===== config.mk =====
export PLATFORM = sky130hd
export DESIGN_NAME = lfsr_state_generator
export DESIGN_NICKNAME = d
export VERILOG_FILES = /design/src/rtl/lfsr_state_generator.sv
export SDC_FILE = /design/constraint.sdc
export NUM_CORES = 1
export LEC_CHECK = 0
export CELL_PAD_IN_SITES_DETAIL_PLACEMENT = 1
export CELL_PAD_IN_SITES_GLOBAL_PLACEMENT = 1
export CORE_MARGIN = 3
export CORE_UTILIZATION = 35
export CTS_BUF_LIST = sky130_fd_sc_hd__clkbuf_4 sky130_fd_sc_hd__clkbuf_8
export DETAILED_ROUTE_END_ITERATION = 6
export GPL_TIMING_DRIVEN = 0
export PLACE_DENSITY_LB_ADDON = 0.1
export SLEW_MARGIN = 40
export SYNTH_ARGS = -nofsm -noshare
export SYNTH_HDL_FRONTEND = slang
export SYNTH_SLANG_ARGS = --single-unit

===== constraint.sdc =====
create_clock -name i_clk -period 8.3 [get_ports i_clk]
set_clock_uncertainty 0.2 [all_clocks]
set_input_delay 0.83 -clock i_clk [delete_from_list [all_inputs] [get_ports i_clk]]
set_output_delay 0.83 -clock i_clk [all_outputs]
set_load 0.1 [all_outputs]

===== src/rtl/lfsr_state_generator.sv =====
// Multi-channel pseudo-random two-level strobe generator: each channel alternates
// low/high phases whose lengths are drawn from per-channel Galois LFSRs.
module lfsr_state_generator #(
  parameter int unsigned CHANNEL_NUM = 4,
  parameter int unsigned CNT_WIDTH   = 8,
  parameter logic [31:0] SEED        = 32'hACE1_1234
) (
  input  logic                     i_clk,
  input  logic                     i_s_rst,
  input  logic                     i_en,
  input  logic [2*CHANNEL_NUM-1:0] i_mode,
  input  logic [CNT_WIDTH-1:0]     i_s0_min,
  input  logic [CNT_WIDTH-1:0]     i_s0_max,
  input  logic [CNT_WIDTH-1:0]     i_s1_min,
  input  logic [CNT_WIDTH-1:0]     i_s1_max,
  output logic [CHANNEL_NUM-1:0]   o_state,
  output logic [CHANNEL_NUM-1:0]   o_edge,
  output logic                     o_cfg_err
);

  localparam logic [31:0] LFSR_MASK = 32'h8020_0003;

  typedef enum logic [1:0] {
    MODE_RANDOM     = 2'b00,
    MODE_FORCE_LOW  = 2'b01,
    MODE_FORCE_HIGH = 2'b10,
    MODE_FIXED      = 2'b11
  } mode_e;

  function automatic logic [31:0] lfsr_step(input logic [31:0] l);
    return {1'b0, l[31:1]} ^ (l[0] ? LFSR_MASK : '0);
  endfunction

  function automatic logic [31:0] chan_seed(input int unsigned k);
    logic [31:0] s;
    s = SEED ^ (k * 32'h9E37_79B9);
    return (s == '0) ? 32'h1 : s;
  endfunction

  // Fold the LFSR bits into [mn, mx] with a power-of-two mask and one wrap step.
  function automatic logic [CNT_WIDTH-1:0] draw_map(input logic [31:0]          l,
                                                    input logic [CNT_WIDTH-1:0] mn,
                                                    input logic [CNT_WIDTH-1:0] mx);
    logic [CNT_WIDTH-1:0] range;
    logic [CNT_WIDTH-1:0] msk;
    logic [CNT_WIDTH-1:0] r;
    if (mn > mx) return mn;
    range = mx - mn;
    msk   = range;
    for (int unsigned s = 1; s < CNT_WIDTH; s = s * 2) msk = msk | (msk >> s);
    r = l[CNT_WIDTH-1:0] & msk;
    if (r > range) r = r - range - CNT_WIDTH'(1);
    return mn + r;
  endfunction

  mode_e                chan_mode [CHANNEL_NUM];
  logic [31:0]          lfsr_q    [CHANNEL_NUM];
  logic [31:0]          lfsr_d    [CHANNEL_NUM];
  logic [CNT_WIDTH-1:0] cnt_q     [CHANNEL_NUM];
  logic [CNT_WIDTH-1:0] cnt_d     [CHANNEL_NUM];
  logic [CNT_WIDTH-1:0] limit_q   [CHANNEL_NUM];
  logic [CNT_WIDTH-1:0] limit_d   [CHANNEL_NUM];
  logic [CHANNEL_NUM-1:0] phase_q, phase_d;
  logic [CHANNEL_NUM-1:0] edge_q, edge_d;
  logic [CHANNEL_NUM-1:0] forced_q, forced_d;
  logic                 draw_ph;
  logic [CNT_WIDTH-1:0] draw_min;
  logic [CNT_WIDTH-1:0] draw_max;

  always_comb begin
    for (int unsigned k = 0; k < CHANNEL_NUM; k++) begin
      chan_mode[k] = mode_e'(i_mode[2*k +: 2]);
    end
  end

  always_comb begin
    phase_d  = phase_q;
    edge_d   = '0;
    forced_d = forced_q;
    draw_ph  = 1'b0;
    draw_min = '0;
    draw_max = '0;
    for (int unsigned k = 0; k < CHANNEL_NUM; k++) begin
      lfsr_d[k]  = lfsr_q[k];
      cnt_d[k]   = cnt_q[k];
      limit_d[k] = limit_q[k];
      unique case (chan_mode[k])
        MODE_FORCE_LOW, MODE_FORCE_HIGH: begin
          phase_d[k]  = (chan_mode[k] == MODE_FORCE_HIGH);
          edge_d[k]   = phase_d[k] ^ phase_q[k];
          cnt_d[k]    = '0;
          forced_d[k] = 1'b1;
        end
        default: begin
          if (i_en) begin
            if (forced_q[k] || (cnt_q[k] == limit_q[k])) begin
              // Leaving a forced mode restarts the current level; normal expiry toggles it.
              draw_ph     = forced_q[k] ? phase_q[k] : ~phase_q[k];
              draw_min    = draw_ph ? i_s1_min : i_s0_min;
              draw_max    = draw_ph ? i_s1_max : i_s0_max;
              phase_d[k]  = draw_ph;
              edge_d[k]   = ~forced_q[k];
              forced_d[k] = 1'b0;
              cnt_d[k]    = '0;
              if (chan_mode[k] == MODE_FIXED) begin
                limit_d[k] = draw_min;
              end else begin
                limit_d[k] = draw_map(lfsr_q[k], draw_min, draw_max);
                lfsr_d[k]  = lfsr_step(lfsr_q[k]);
              end
            end else begin
              cnt_d[k] = cnt_q[k] + CNT_WIDTH'(1);
            end
          end
        end
      endcase
    end
  end

  always_ff @(posedge i_clk) begin
    if (i_s_rst) begin
      for (int unsigned k = 0; k < CHANNEL_NUM; k++) begin
        lfsr_q[k]  <= lfsr_step(chan_seed(k));
        limit_q[k] <= draw_map(chan_seed(k), i_s0_min, i_s0_max);
        cnt_q[k]   <= '0;
      end
      phase_q  <= '0;
      edge_q   <= '0;
      forced_q <= '0;
    end else begin
      for (int unsigned k = 0; k < CHANNEL_NUM; k++) begin
        lfsr_q[k]  <= lfsr_d[k];
        limit_q[k] <= limit_d[k];
        cnt_q[k]   <= cnt_d[k];
      end
      phase_q  <= phase_d;
      edge_q   <= edge_d;
      forced_q <= forced_d;
    end
  end

  assign o_state   = phase_q;
  assign o_edge    = edge_q;
  assign o_cfg_err = (i_s0_min > i_s0_max) || (i_s1_min > i_s1_max);

endmodule


==> summary.md, run 1 <==
| Metric | Value |
|---|---|
| Die area | `51100 sq um` |
| Initial Util | `0.355` |
| Reg clk slew, reported paths | `~60 ps` |
| Clock Tree Root | `clkbuf_8` |
| Multi-input logic area | `12100 sq um` |
| Leakage | `0.00836 uW` |
| Syn Inst Count | `2190` |
| DR DRC count | `0` |
| Status | `completed` |
| Hold path depth | `2` |
| Clock sinks | `204` |
| Hold WC Path Type | `reg -> reg` |
| WL/cell | `roughly 21 um` |
| Placed Instances | `2858` |
| Highest clock rate | `123 MHz` |
| Register area share after synthesis | `0.260` |
| Final period utilization | `0.977` |
| Vias/cell | `around 5.5` |
| Final hold violations | `0` |
| Crit. End Element | `register` |
| RSZ-0062 raised after global routing | `false` |
| Most frequent cells in the layout | `nand2_1 (352), a21oi_1 (205), dfxtp_1 (168)` |
| Worst-path fanout max | `10` |
| Yosys reg bits | `204` |
| CTS Buf Count | `42` |
| Fill cells | `roughly 5800` |
| Clock latency on the worst-skew pair | `610 ps` |
| Worst Setup Start Kind | `primary input` |
| Pre-antenna DRT Iters | `5` |
| Max-cap viol count | `0` |
| Non-Filler Instances | `2946` |
| Net count, final | `2514` |
| CTS Hold Bufs | `0` |
| CP Data Required Time | `8490 ps` |
| Area Growth Syn to Fin | `16.2%` |
| Worst vdd ir | `around 170 uV` |
| First-pass GRT wire length | `97200 um` |
| DRT antenna net count | `0` |
| Most common cell after layout, fill and taps aside | `nand2_1` |
| Synth async-reset ratio | `0` |
| Slew Limit Fails | `0` |
| Chip height | `226 um` |
| # setup viols final | `0` |
| Number of flops mapped to enable cells by yosys | `32` |
| Relative slew slack | `0.395` |
| Std-Cell Rows | `80` |
| Share of cells above drive strength 1 | `0.105` |
| FF+latch area | `4410 sq um` |
| Port bufs | `between 50 and 60` |
| Synth cell types | `84` |
| Die width | `226 um` |
| Iter 0 DRT Violations | `1003` |
| Worst-Margin Slew | `908 ps` |
| DRT Wirelength | `between 60000 and 70000 um` |
| Number of global-route vias before repair | `16800` |
| Total GRT Usage | `0.246` |
| WS Path Type | `in -> reg` |
| H-Tree Depth | `2` |
| Ant. Diodes | `0` |
| Largest net degree at the start of global routing | `12` |
| Min cycle time layout | `8110 ps` |
| Worst path max stage delay | `about 580 ps` |
| Top FF cell, synth | `dfxtp_1` |
| GPL Wtd Cong | `around 0.90` |
| IO Count | `52` |
| Syn avg cell area | `between 7 and 8 sq um` |
| Fin Hold WS | `236 ps` |
| Via count | `16300` |
| Final core occ | `0.413` |
| Clk buf depth | `3` |
| Initial antenna violation count | `2` |
| Grt ovf | `0` |
| Hpwl dp | `49800 um` |
| Core Box Area | `47700 sq um` |
| Reg2reg path depth | `31` |
| Worst EP arrival | `about 8300 ps` |
| TritonCTS clock tree | `built` |
| PwrDens | `276 nW/um^2` |
| Yosys synthesis warning count | `0` |
| Post-synthesis cell area | `17000 sq um` |
| Crit path max-delay cell type | `or4_1` |
[layout make-up]
| type | count | share of cell area |
|---|---|---|
| inverters | 131 | 0.0255 |
| clock buffers | 59 | 0.0400 |
| repair buffers | 68 | 0.0305 |
| well taps | 615 | 0.0391 |
| plain buffers | 80 | 0.0182 |
| multi-input cells | 1770 | 0.614 |
| clock inverters | 19 | 0.00915 |
| flip-flops and latches | 204 | 0.224 |
[worst paths after layout]
| kind | from | to | slack [ps] |
|---|---|---|---|
| worst max-delay path | i_s0_min[5] | limit_q[2][7]$_DFFE_PP_ | 190 |
| worst min-delay path | lfsr_q[3][21]$_SDFFE_PP0P_ | lfsr_q[3][20]$_SDFFE_PP0P_ | 240 |
| worst max register to register | o_state[2]$_SDFFE_PP0P_ | limit_q[2][7]$_DFFE_PP_ | 290 |
| worst min register to register | lfsr_q[3][21]$_SDFFE_PP0P_ | lfsr_q[3][20]$_SDFFE_PP0P_ | 240 |
[metal layers]
| metal | track usage | share of wire | up-vias |
|---|---|---|---|
| met3 | 0.0433 | 0.047 | 77 |
| met4 | 0.0564 | 0.022 | 4 |
| met1 | 0.327 | 0.46 | 8068 |
| met5 | 0 | 0.00043 | - |
| li1 | - | - | 7910 |
| met2 | 0.416 | 0.47 | 283 |
[flip-flops by register name, indices dropped and copies added (netlist names)]
register,flops
lfsr_q,128
cnt_q,32
limit_q,32
forced_q,4
o_edge,4
o_state,4
[synthesized netlist by cell type (7+ instances only)]
cell type | count | area [sq um]
nor2b_1 | 21 | 131
mux2_2 | 45 | 507
nor3_1 | 22 | 110
xnor2_1 | 104 | 911
and3_1 | 23 | 144
or4_1 | 7 | 52.6
nand2b_1 | 10 | 62.6
nor2_1 | 163 | 612
o21ai_1 | 7 | 35.0
fa_1 | 11 | 220
o21a_1 | 19 | 143
dfxtp_1 | 172 | 3440
edfxtp_1 | 32 | 961
a211oi_1 | 26 | 195
and4_1 | 7 | 61.3
inv_1 | 130 | 488
o31ai_1 | 11 | 82.6
a211o_1 | 7 | 61.3
nor4_1 | 7 | 43.8
a21oi_1 | 212 | 1060
o21ai_0 | 92 | 460
a31oi_1 | 18 | 113
clkbuf_1 | 78 | 293
nand4_1 | 27 | 169
xor2_1 | 77 | 674
o21bai_1 | 17 | 128
nand3_1 | 87 | 435
nand2_1 | 353 | 1330
or3_1 | 19 | 119
mux2i_1 | 34 | 340
ha_1 | 163 | 2040
a21o_1 | 41 | 308
and2_1 | 24 | 150
o211ai_1 | 18 | 135
a21boi_0 | 9 | 67.6
[repair_timing]
item	4_1_cts	5_1_grt
gates resized for setup	47	65
setup buffers	5	11
setup endpoints to repair	21	19
pin swaps	3	7
[metrics by stage]
stage / setup TNS [ps] / cell area [sq um] / setup slack [ps] / total power [uW]
floorplan: 0 / 17000 / 308 / 3220
detailed placement: -23490 / 18200 / -1830 / 4040
global route: 0 / 19700 / 8.51 / 5830
CTS: 0 / 19400 / 6.42 / 5320
finish: 0 / 19700 / 190 / 5430
global placement: -22080 / 18200 / -1800 / 3960
[critical path, delay by kind of cell]
family / cells / cell delay (ps)
buf+inv: 4 / 1050
compound gates: 13 / 2830
fa+ha+maj: 3 / 980
mux: 2 / 700
xor+xnor: 1 / 160
simple gates: 8 / 1710
[power by group]
| part | switching, uW | internal, uW |
|---|---|---|
| combinational | 1900 | 1220 |
| sequential | 39.5 | 1080 |
| clock | 476 | 711 |
| total | 2410 | 3020 |
[kinds of logic (layout without fill, tap and decap cells)]
family                   after synthesis  in the layout  synth area share
AO/OA/AOI/OAI                        538            538             0.198
XOR/XNOR                             183            183            0.0954
adder cells (fa/ha/maj)              175            175             0.134
buffers and inverters                217            357            0.0491
flip-flops                           204            204             0.260
multiplexers                          82             82            0.0531
other                                  1              2          0.000221
AND/OR/NAND/NOR                      790            790             0.210
No activity file was read; power rests on OpenSTA's default activity.
==> run 2, diff against run 1 <==
--- a/config.mk
+++ b/config.mk
@@ -11,7 +11,7 @@
 export CORE_UTILIZATION = 35
 export CTS_BUF_LIST = sky130_fd_sc_hd__clkbuf_4 sky130_fd_sc_hd__clkbuf_8
 export DETAILED_ROUTE_END_ITERATION = 6
-export GPL_TIMING_DRIVEN = 0
+export GPL_TIMING_DRIVEN = 1
 export PLACE_DENSITY_LB_ADDON = 0.1
 export SLEW_MARGIN = 40
 export SYNTH_ARGS = -nofsm -noshare
==> summary.md, run 2 (synthesis gave the netlist of run 1 again) <==
| Metric | Value |
|---|---|
| Crit path max-delay cell type | `a2111oi_1 (was or4_1)` |
| Setup TNS Final | `0 ps (unchanged)` |
| Status | `completed (unchanged)` |
| Most frequent cells in the layout | `nand2_1 (349), a21oi_1 (210), dfxtp_1 (170) (was nand2_1 (352), a21oi_1 (205), dfxtp_1 (168))` |
| DRT antenna net count | `0 (unchanged)` |
| DR DRC count | `0 (unchanged)` |
| Crit path max-delay family | `compound AO/OA/AOI/OAI gates (unchanged)` |
| Number of global-route vias before repair | `16500 (was 16800)` |
| Via count | `15900 (was 16300)` |
| Initial Util | `0.355 (unchanged)` |
| # setup viols final | `0 (unchanged)` |
| PwrDens | `264 nW/um^2 (was 276 nW/um^2)` |
| Highest clock rate | `128 MHz (was 123 MHz)` |
| First-pass GRT wire length | `94600 um (was 97200 um)` |
| Final period utilization | `0.941 (was 0.977)` |
| Iter 0 DRT Violations | `893 (was 1003)` |
| Worst-path fanout max | `18 (was 10)` |
| Place WS | `-32.3 ps (was -1830 ps)` |
| Grt met1 use | `0.310 (was 0.327)` |
| Setup slack after layout | `493 ps (was 190 ps)` |
| Clock latency on the worst-skew pair | `550 ps (was 610 ps)` |
| Area Growth Syn to Fin | `14.7% (was 16.2%)` |
| Initial antenna violation count | `0 (was 2)` |
| RSZ-0062 raised after global routing | `false (unchanged)` |
| Worst path max stage delay | `460 ps (was 580 ps)` |
| Final hold violations | `0 (unchanged)` |
| IO Count | `52 (unchanged)` |
| Slew Limit Fails | `0 (unchanged)` |
| Chip height | `226 um (unchanged)` |
| Std-Cell Rows | `80 (unchanged)` |
| Largest Register | `lfsr_q (unchanged)` |
| Worst path bufs/invs | `3 (was 4)` |
| H-Tree Depth | `2 (unchanged)` |
| Min cycle time layout | `7810 ps (was 8110 ps)` |
| CP most frequent cell | `ha_1` |
| Share of cells above drive strength 1 | `0.111 (was 0.105)` |
| Most common cell after layout, fill and taps aside | `nand2_1 (unchanged)` |
| Pre-antenna DRT Iters | `5 (unchanged)` |
| CP Data Required Time | `8380 ps (was 8490 ps)` |
| Gr busiest metal | `met2 (unchanged)` |
| Die area | `51100 sq um (unchanged)` |
| Clock Tree Root | `clkbuf_8 (unchanged)` |
| Met3 Track Usage GR | `0.0329 (was 0.0433)` |
| CTS Hold Bufs | `0 (unchanged)` |
| Net count, final | `2513 (was 2514)` |
| PostCTS Resize Cnt | `0 (was 47)` |
| GPL Wtd Cong | `0.937 (was 0.903)` |
| Clock sinks | `204 (unchanged)` |
| GR met2 Demand/Resource | `0.396 (was 0.416)` |
| Worst EP arrival | `7880 ps (was 8300 ps)` |
| Leakage | `0.00846 uW (was 0.00836 uW)` |
| Final core occ | `0.407 (was 0.413)` |
| Grt ovf | `0 (unchanged)` |
| CTS Buf Count | `38 (was 42)` |
| Worst Setup Start Kind | `register (was primary input)` |
| Fin Hold WS | `247 ps (was 236 ps)` |
| DRT Wirelength | `60700 um (was 62800 um)` |
| Largest net degree at the start of global routing | `66 (was 12)` |
| Top flop regs | `lfsr_q x128, cnt_q x32, limit_q x32 (unchanged)` |
| Hold WC Path Type | `reg -> reg (unchanged)` |
| Core Box Area | `47700 sq um (unchanged)` |
| Crit. End Element | `register (unchanged)` |
| Port bufs | `51 (unchanged)` |
| WL/cell | `20.6 um (was 21.3 um)` |
| Worst vdd ir | `123 uV (was 171 uV)` |
| Setup repair bufs after CTS | `0 (was 5)` |
| Worst-Margin Slew | `834 ps (was 908 ps)` |
| Die width | `226 um (unchanged)` |
| WS Path Type | `reg -> reg (was in -> reg)` |
| Clk buf depth | `3 (unchanged)` |
| TritonCTS clock tree | `built (unchanged)` |
| Vias/cell | `5.41 (was 5.55)` |
| Max FFs per register | `128 (unchanged)` |
| Max-cap viol count | `0 (unchanged)` |
| Hpwl dp | `48200 um (was 49800 um)` |
| Relative slew slack | `0.444 (was 0.395)` |
| Reg clk slew, reported paths | `80 ps (was 60 ps)` |
| Total GRT Usage | `0.236 (was 0.246)` |
==> run 2: power by group <==
part | switching (uW) | total [uW] | internal (uW)
registers | 43.0 | 1130 | 1080
logic | 1790 | 3020 | 1220
clock network | 434 | 995 | 560
total | 2270 | 5140 | 2870
==> run 2: metrics by stage <==
step | cell area (sq um) | power [uW] | cells
detailed placement | 18600 | 4120 | 2871
finish | 19400 | 5140 | 2938
global route | 19400 | 5560 | 2936
global placement | 18700 | 4060 | 2871
floorplan | 17000 | 3220 | 2191
CTS | 19400 | 5160 | 2936
==> run 2: final timing paths <==
| path | slack, ps | cells after the start | start | end |
|---|---|---|---|---|
| setup reg to reg | 490 | 28 | forced_q[2]$_SDFFE_PP0P_ | limit_q[2][7]$_DFFE_PP_ |
| hold / removal | 250 | 2 | lfsr_q[2][27]$_SDFFE_PP1P_ | lfsr_q[2][26]$_SDFFE_PP0P_ |
| hold reg to reg | 250 | 2 | lfsr_q[2][27]$_SDFFE_PP1P_ | lfsr_q[2][26]$_SDFFE_PP0P_ |
| setup / recovery | 490 | 28 | forced_q[2]$_SDFFE_PP0P_ | limit_q[2][7]$_DFFE_PP_ |
==> run 2: metal layers <==
metal | up-vias | share of wire | wire length, um
li1 | 7888 | - | -
met1 | 7687 | 0.47 | 28500
met2 | 229 | 0.46 | 27900
met3 | 91 | 0.035 | 2100
met4 | 0 | 0.035 | 2110
met5 | - | 0 | 0
==> run 2: worst reg2reg max path, delay by kind of cell, from the launching register on <==
kind | cells | cell delay (ps)
DFF | 1 | 400
AOI/OAI and AO/OA | 12 | 3230
muxes | 3 | 860
and+or+nand+nor | 4 | 580
buffers and inverters | 3 | 620
xor gates and xnor gates | 3 | 510
adders and majority gates | 3 | 1160
==> run 2: final cells by class <==
type / count / area (sq um)
Tap cell: 615 / 769
Clock buffer: 55 / 682
Fill cell: 5796 / 28300
Sequential cell: 204 / 4410
Clock inverter: 10 / 83.8
Multi-Input combinational cell: 1770 / 11800
Inverter: 131 / 492
Antenna cell: 2 / 5.00
Timing Repair Buffer: 151 / 1220
